`src/rtl/imem_loader_pkg.sv`:
```
// Shared state encoding and frame constants for the instruction-memory boot loader.
// The CHECK state is only reachable when IMEM_LOADER_CHECKSUM_EN is defined.
package imem_loader_pkg;

  typedef logic [2:0] loaderState_t;

  localparam loaderState_t HDR_HI = 3'd0;
  localparam loaderState_t HDR_LO = 3'd1;
  localparam loaderState_t DATA   = 3'd2;
  localparam loaderState_t CHECK  = 3'd3;
  localparam loaderState_t DONE   = 3'd4;
  localparam loaderState_t ERR    = 3'd5;

  localparam int HDR_BYTES      = 2;
  localparam int BYTES_PER_WORD = 4;

endpackage

```
`src/rtl/imem_loader_word_assembler.sv`:
```
// Big-endian 8-to-32 assembler: wordValid strobes combinationally with the 4th accepted byte,
// and wordData presents the completed word in that same cycle.
module imem_loader_word_assembler
  import imem_loader_pkg::*;
(
  input  logic        clk,
  input  logic        reset,
  input  logic        clear,
  input  logic        byteValid,
  input  logic [7:0]  byteData,
  output logic        wordValid,
  output logic [31:0] wordData
);

  logic [23:0] shiftReg;
  logic [1:0]  byteCount;

  assign wordValid = byteValid && (byteCount == 2'(BYTES_PER_WORD - 1));
  assign wordData  = {shiftReg, byteData};

  always_ff @(posedge clk) begin
    if (reset || clear) begin
      shiftReg  <= '0;
      byteCount <= '0;
    end else if (byteValid) begin
      shiftReg  <= {shiftReg[15:0], byteData};
      byteCount <= byteCount + 2'd1;
    end
  end

endmodule

```
`src/rtl/imem_loader.sv`:
```
// Boot-time instruction-memory writer: framed byte stream in, one word write per 4 bytes, CPU held until done.
// Optional trailing XOR checksum when IMEM_LOADER_CHECKSUM_EN is defined.
module imem_loader
  import imem_loader_pkg::*;
#(
  parameter int ADDR_W    = 10,
  parameter int BASE_ADDR = 0
) (
  input  logic              clk,
  input  logic              reset,
  input  logic              start,
  input  logic [7:0]        in_data,
  input  logic              in_valid,
  output logic              in_ready,
  output logic              mem_we,
  output logic [ADDR_W-1:0] mem_addr,
  output logic [31:0]       mem_data,
  output logic              cpu_hold,
  output logic              done,
  output logic              error
);

  localparam logic [32:0] MAX_WORDS = 33'd1 << ADDR_W;

  loaderState_t state;
  logic [15:0]  wordCount;
  logic [15:0]  wordIdx;
  logic         donePend;
  logic         inAccept;
  logic         rearm;
  logic [15:0]  hdrCount;
  logic         hdrTooBig;
  logic         wordLast;
  logic         wordValid;
  logic [31:0]  wordData;

  assign in_ready  = (state != DONE) && (state != ERR);
  assign inAccept  = in_valid && in_ready;
  assign rearm     = start && ((state == DONE) || (state == ERR));
  assign hdrCount  = {wordCount[15:8], in_data};
  assign hdrTooBig = {17'd0, hdrCount} > MAX_WORDS;
  assign wordLast  = (17'(wordIdx) + 17'd1) == {1'b0, wordCount};

  imem_loader_word_assembler uWordAssembler (
    .clk       (clk),
    .reset     (reset),
    .clear     (rearm),
    .byteValid (inAccept && (state == DATA)),
    .byteData  (in_data),
    .wordValid (wordValid),
    .wordData  (wordData)
  );

`ifdef IMEM_LOADER_CHECKSUM_EN
  logic [7:0] checksum;

  always_ff @(posedge clk) begin
    if (reset || rearm) begin
      checksum <= '0;
    end else if (inAccept && (state != CHECK)) begin
      checksum <= checksum ^ in_data;
    end
  end
`endif

  always_ff @(posedge clk) begin
    if (reset) begin
      state     <= HDR_HI;
      wordCount <= '0;
      wordIdx   <= '0;
      donePend  <= 1'b0;
      mem_we    <= 1'b0;
      mem_addr  <= ADDR_W'(BASE_ADDR);
      mem_data  <= '0;
      cpu_hold  <= 1'b1;
      done      <= 1'b0;
      error     <= 1'b0;
    end else begin
      mem_we <= 1'b0;
      if (wordValid) begin
        mem_we   <= 1'b1;
        mem_addr <= ADDR_W'(BASE_ADDR + int'(wordIdx));
        mem_data <= wordData;
        wordIdx  <= wordIdx + 16'd1;
      end

      // Completion is delayed a cycle so the final write lands before the CPU is released.
      if (donePend) begin
        donePend <= 1'b0;
        done     <= 1'b1;
        cpu_hold <= 1'b0;
      end

      case (state)
        HDR_HI: begin
          if (inAccept) begin
            wordCount[15:8] <= in_data;
            state           <= HDR_LO;
          end
        end
        HDR_LO: begin
          if (inAccept) begin
            wordCount[7:0] <= in_data;
            if (hdrCount == 16'd0) begin
`ifdef IMEM_LOADER_CHECKSUM_EN
              state <= CHECK;
`else
              state    <= DONE;
              done     <= 1'b1;
              cpu_hold <= 1'b0;
`endif
            end else if (hdrTooBig) begin
              state <= ERR;
              error <= 1'b1;
            end else begin
              state <= DATA;
            end
          end
        end
        DATA: begin
          if (wordValid && wordLast) begin
`ifdef IMEM_LOADER_CHECKSUM_EN
            state <= CHECK;
`else
            state    <= DONE;
            donePend <= 1'b1;
`endif
          end
        end
`ifdef IMEM_LOADER_CHECKSUM_EN
        CHECK: begin
          if (inAccept) begin
            if (in_data == checksum) begin
              state <= DONE;
              // A write still pulsing means the trailer arrived right behind it; wait one more cycle.
              if (mem_we) begin
                donePend <= 1'b1;
              end else begin
                done     <= 1'b1;
                cpu_hold <= 1'b0;
              end
            end else begin
              state <= ERR;
              error <= 1'b1;
            end
          end
        end
`endif
        DONE, ERR: begin
          if (start) begin
            state    <= HDR_HI;
            wordIdx  <= '0;
            donePend <= 1'b0;
            done     <= 1'b0;
            error    <= 1'b0;
            cpu_hold <= 1'b1;
          end
        end
        default: state <= HDR_HI;
      endcase
    end
  end

endmodule
```
`config.mk`:
```
export PLATFORM = sky130hd
export DESIGN_NAME = imem_loader
export DESIGN_NICKNAME = d
export VERILOG_FILES = /design/src/rtl/imem_loader_pkg.sv /design/src/rtl/imem_loader_word_assembler.sv /design/src/rtl/imem_loader.sv
export SDC_FILE = /design/constraint.sdc
export NUM_CORES = 1
export LEC_CHECK = 0
export BUFFER_PORTS_ARGS = -buffer_cell sky130_fd_sc_hd__buf_2
export CORE_ASPECT_RATIO = 1.75
export CORE_UTILIZATION = 40
export CTS_CLUSTER_DIAMETER = 40
export DETAILED_ROUTE_END_ITERATION = 16
export PLACE_DENSITY = 0.62
export REMOVE_ABC_BUFFERS = 1
export SLEW_MARGIN = 15
export SYNTH_ARGS = -nofsm -noshare
export SYNTH_HDL_FRONTEND = slang
export SYNTH_SLANG_ARGS = --single-unit
```
`constraint.sdc`:
```
create_clock -name clk -period 3 [get_ports clk]
set_input_delay 0.3 -clock clk [delete_from_list [all_inputs] [get_ports clk]]
set_output_delay 0.3 -clock clk [all_outputs]
set_load 0.1 [all_outputs]
```
# Word level (Yosys, flattened, before mapping)
# Cells that the tools add are included.
dict set report word_totals {
  ff_bits 108
  in_bits 12
  out_inout_bits 47
}
dict set report op_classes {
  add_sub_neg 3
  magnitude_cmp 1
  eq_ne 14
  mux 27
  bitwise 1
  n_reduce_logical 17
}
# operator count
set op_table {}
lappend op_table {{16-bit two-way mux} 3}
lappend op_table {{3-bit two-way mux} 6}
lappend op_table {{16-bit by 1-bit adder with 17-bit output (second input constant)} 1}
lappend op_table {{17-bit by 16-bit == test with 1-bit output} 1}
lappend op_table {{16-bit by 1-bit adder with 16-bit output (second input constant)} 1}
lappend op_table {{16-bit by 11-bit > comparator with 1-bit output (second input constant)} 1}
lappend op_table {{16-bit logical NOT} 1}
lappend op_table {{1-bit two-way mux} 14}
lappend op_table {{3-bit case mux with 4 select lines} 1}
lappend op_table {{2-bit inequality test (second input constant)} 5}
lappend op_table {{3-bit == test (second input constant)} 2}
lappend op_table {{1-bit logical AND} 6}
lappend op_table {{3-bit inequality test (second input constant)} 2}
lappend op_table {{1-bit case mux with 2 select lines} 3}
lappend op_table {{5-bit AND reduction} 1}
lappend op_table {{2-bit AND reduction} 2}
lappend op_table {{4-bit AND reduction} 1}
lappend op_table {{2-bit OR reduction} 2}
lappend op_table {{3-bit by 1-bit == test with 1-bit output (second input constant)} 1}
lappend op_table {{3-bit by 2-bit == test with 1-bit output (second input constant)} 1}
lappend op_table {{3-bit logical NOT} 1}
lappend op_table {{2-bit by 1-bit adder with 2-bit output (second input constant)} 1}
lappend op_table {{2-bit == test (second input constant)} 1}
lappend op_table {{1-bit logical OR} 2}
lappend op_table {{other kinds (3)} 3}

# Longest topological paths before layout
dict set report depth {
  depth_word 8
  depth_mapped 8
  mapped_depth_nobuf 7
}

# Cells and area by module
# A second synthesis with hierarchy kept.
dict set report hier_totals {
  hier_cells 509
  area_unflattened_um2 4744.6
}
# mod instances cells_each area_each_um2 seq_area_each_um2
set by_module_without_submodules {}
lappend by_module_without_submodules {imem_loader 1 414 3704.8 1641.6}
lappend by_module_without_submodules {imem_loader_word_assembler 1 95 1039.7 520.5}

# Worst setup path after synthesis
# No wires, ideal clock.
dict set report synth_timing {
  path_kind {reg2reg}
  start {reg wordIdx[1]}
  end {reg state[1]}
  t_arrival_ps 2145
  required_ps 2886
  path_slack_ps 741
  stages_incl_launch_ff 8
  path_buffers 1
  cell_sequence {dfxtp_1 > ha_1 > clkbuf_1 > nand3_1 > nor4b_1 > o32ai_1 > or4_4 > a21o_1}
}
dict set report synth_between {
  elab_chain_cells 5
}
# item line
set synth_rtl {}
lappend synth_rtl {{from (decl)} imem_loader.sv:27} ;# logic [15:0] wordIdx;
lappend synth_rtl {{from (signal assigned)} imem_loader.sv:84} ;# wordIdx <= wordIdx + 16'd1;
lappend synth_rtl {{16-bit by 1-bit adder with 17-bit output} imem_loader.sv:42} ;# assign wordLast = (17'(wordIdx) + 17'd1) == {1'b0, wordCount};
lappend synth_rtl {{17-bit by 16-bit == test with 1-bit output} imem_loader.sv:42}
lappend synth_rtl {{1-bit logical AND} imem_loader.sv:121} ;# if (wordValid && wordLast) begin
lappend synth_rtl {{2-bit by 1-bit inequality test with 1-bit output (no line)} -}
lappend synth_rtl {{4-bit AND reduction (no line)} -}
lappend synth_rtl {{to (signal assigned)} imem_loader.sv:113} ;# state <= ERR;
lappend synth_rtl {{to (signal assigned)} imem_loader.sv:116} ;# state <= DATA;
lappend synth_rtl {{to (signal assigned)} imem_loader.sv:125} ;# state <= DONE;
lappend synth_rtl {{to (decl)} imem_loader.sv:25} ;# loaderState_t state;
# No other way between the ends.
# A chain may end at the register's enable or synchronous reset.

# Final worst setup path
dict set report layout_timing {
  start {reg wordIdx[0]}
  end {reg state[1]}
}
# The elaborated chain is that of the path after synthesis.

==> flow_summary.json <==
{
  "holdBufCountCts": 0,
  "core_region_area_um2": 11100,
  "antenna_found_initial": 0,
  "initial_core_util": 0.409,
  "crit_type": "reg2reg",
  "gp_congestion": 0.874,
  "synthAdderAreaFrac": 0.00551,
  "clock_sinks": 108,
  "routed_wl_um": 10800,
  "seq_area_frac_synth": 0.476,
  "cpPeakStageDelay_ns": 0.53,
  "cts_resized": 0,
  "fin_nets": 623,
  "fin_crit_ns": 2.55,
  "cpMaxStageDelayCell": "or4_4",
  "ir_drop_uv": 371,
  "final_cell_mix": "nand2_1 (180), dfxtp_1 (108), a21oi_1 (93)",
  "hold_path_class": "in2reg",
  "min_to": "mem_data[2]$_SDFFE_PP0P_",
  "clk_pin_slew_ns": 0.07,
  "cp.arrival_ns": 2.79,
  "synth.avg_cell_area_um2": 7.87,
  "synth_top_family_by_area": "simple AND/OR/NAND/NOR gates",
  "cp.required_ns": 3.24,
  "hold_start": "in_data[2]",
  "synth.distinct_cells": 51,
  "via_per_inst": 5.22,
  "finalSetupViolations": 0,
  "grt_max_degree": 56,
  "drive_above_1_share": 0.145,
  "diodes": 0,
  "synth_compound_area_frac": 0.147,
  "post-route-period-util": 0.850,
  "cts_tree": "done",
  "slew_headroom": 0.454,
  "reg2reg_to": "state[1]$_SDFFE_PP0P_",
  "boundaryPins": 59,
  "fmax_ghz": 0.392,
  "syn_area_um2": 4540,
  "die-width_um": 82.5,
  "r2r_cells": 7,
  "track_usage": 0.200,
  "dieHeight_um": 143,
  "postRouteAntennaNets": 0,
  "synth-seq-cells": 108,
  "finalHoldViolations": 0,
  "port-buffer-count": 58,
  "synth_ff_type": "dfxtp_1",
  "min_path_cells": 3,
  "dr_total_vias": 3886,
  "cts.htree.levels": 3,
  "p_leak_uw": 0.00190,
  "cts_root_buffer": "clkbuf_16",
  "routedWlPerCell_um": 14.5,
  "firstDrtPassIters": 4,
  "skew_ns": 0.00771,
  "drt_iter0_drc": 115,
  "rsz0062_at_grt": "false",
  "grt_overflow_total": 0,
  "syn_inst": 577,
  "synth-xor-area-share": 0.0730,
  "clock_latency_ns": 0.34,
  "area_growth_pct": 13.8,
  "tightest_slew_ns": 0.817,
  "r2r_start": "wordIdx[0]$_SDFF_PP0_",
  "synth.area.mux_share": 0,
  "synth_edf_count": 0,
  "die_area_um2": 11800,
  "grt_pass1_wl_um": 17900,
  "drv_slew": 0,
  "powerDensity_nw_per_um2": 561,
  "num_rows": 51,
  "post_cts_buffers": 0,
  "critical_path.max_fanout": 13,
  "yosys.area_share.simple": 0.258,
  "cap_violations": 0,
  "grt_pass1_vias": 3724,
  "fill_cells": 1143,
  "drcViolationCount": 0,
  "power_uw": 2900,
  "cts_made_buffers": 9,
  "tns_ns": 0,
  "yosysWarnings": 0,
  "r2r_slack_ns": 0.45,
  "end_kind": "register",
  "clock_path_buffers": 2,
  "ys_async_sr_fraction": 0,
  "status": "finished, final reports clean",
  "final_common_cell": "nand2_1",
  "path_cells": "ha_1, and4_2, nand4_1, a21oi_1, o2111ai_1, or4_4, a21o_1",
  "dpl.hpwl_um": 7640,
  "critPathLaunchType": "register"
}
==> sequential cells by signal (all words and copies together) (netlist names) <==
register / flops
uWordAssembler.byteCount: 2
error: 1
cpu_hold: 1
mem_we: 1
mem_addr: 10
state: 3
uWordAssembler.shiftReg: 24
done: 1
wordCount: 16
donePend: 1
wordIdx: 16
mem_data: 32
==> cell families after synthesis <==
family | count (synthesis)
compound gates | 119
xor+xnor | 37
fa+ha+maj | 2
buf+inv | 46
flops | 108
simple gates | 265
==> synth_stat cells (2+ instances only) <==
library cell / instances / area, um^2
xnor2_1: 20 / 175
and4_1: 3 / 26.3
xor2_1: 16 / 140
clkbuf_1: 32 / 120
o22ai_1: 2 / 12.5
ha_1: 2 / 25.0
and3_1: 4 / 25.0
nand3b_1: 3 / 22.5
dfxtp_1: 108 / 2160
o21ai_0: 3 / 15.0
buf_2: 8 / 40.0
and2_1: 2 / 12.5
a21o_1: 2 / 15.0
nor3_1: 8 / 40.0
nand2b_1: 2 / 12.5
buf_1: 5 / 18.8
nor4_1: 4 / 25.0
a31oi_1: 4 / 25.0
a21oi_1: 93 / 465
nand4_1: 3 / 18.8
nor2b_1: 2 / 12.5
nand2_1: 180 / 676
nor2_1: 29 / 109
o41ai_1: 2 / 17.5
nand3_1: 13 / 65.1
o2111ai_1: 2 / 17.5
==> critical path: cells and delay by family (launching register included) <==
| family | cells | cell delay, ns |
|---|---|---|
| adders and majority gates | 1 | 0.51 |
| DFF | 1 | 0.50 |
| and+or+nand+nor | 3 | 1.02 |
| AOI/OAI and AO/OA | 3 | 0.42 |
==> worst max-delay path by stage <==
stage,slack (ns),depth (start not counted),from,endpoint
global route,0.23,6,wordIdx[0]$_SDFF_PP0_,state[1]$_SDFFE_PP0P_
CTS,0.45,7,wordIdx[0]$_SDFF_PP0_,state[1]$_SDFFE_PP0P_
global placement,0.54,7,wordIdx[0]$_SDFF_PP0_,state[1]$_SDFFE_PP0P_
detailed placement,0.48,7,wordIdx[0]$_SDFF_PP0_,state[1]$_SDFFE_PP0P_
floorplan,0.03,6,state[1]$_SDFFE_PP0P_,wordIdx[15]$_SDFF_PP0_
finish,0.45,7,wordIdx[0]$_SDFF_PP0_,state[1]$_SDFFE_PP0P_
==> stage by stage <==
stage	utilization	hold WS (ns)	std cells	instance area (um^2)	setup WS [ns]
2_1_floorplan	-	0.365	532	4360	0.0304
3_3_place_gp	0.440	0.441	730	4880	0.541
3_5_place_dp	0.440	0.443	730	4880	0.477
4_1_cts	0.465	0.242	745	5160	0.454
5_1_grt	0.465	0.241	745	5160	0.230
6_report	0.465	0.248	745	5160	0.449
==> power breakdown <==
part | internal (uW) | switching [uW] | leakage (uW) | total [uW]
registers | 1460 | 34.8 | 0.000872 | 1500
clock network | 647 | 515 | 0.000133 | 1160
logic | 75.2 | 161 | 0.000893 | 237
total | 2180 | 712 | 0.00190 | 2900
==> layer usage <==
metal,up-vias,share of wire,GRT usage
li1,1986,-,-
met1,1818,0.40,0.223
met2,64,0.54,0.359
met3,18,0.029,0.0460
met4,0,0.026,0.0771
met5,-,0,0
==> layout make-up <==
cell class	instances	area [um^2]	area share
clock buffer	12	236	0.0458
clock inverter	3	46.3	0.00897
inverter	1	3.75	0.000727
multi-input combinational	423	2200	0.426
sequential	108	2160	0.419
tap	132	165	0.0320
timing repair buffer	66	350	0.0678
Power figures use the tool's default switching activity.
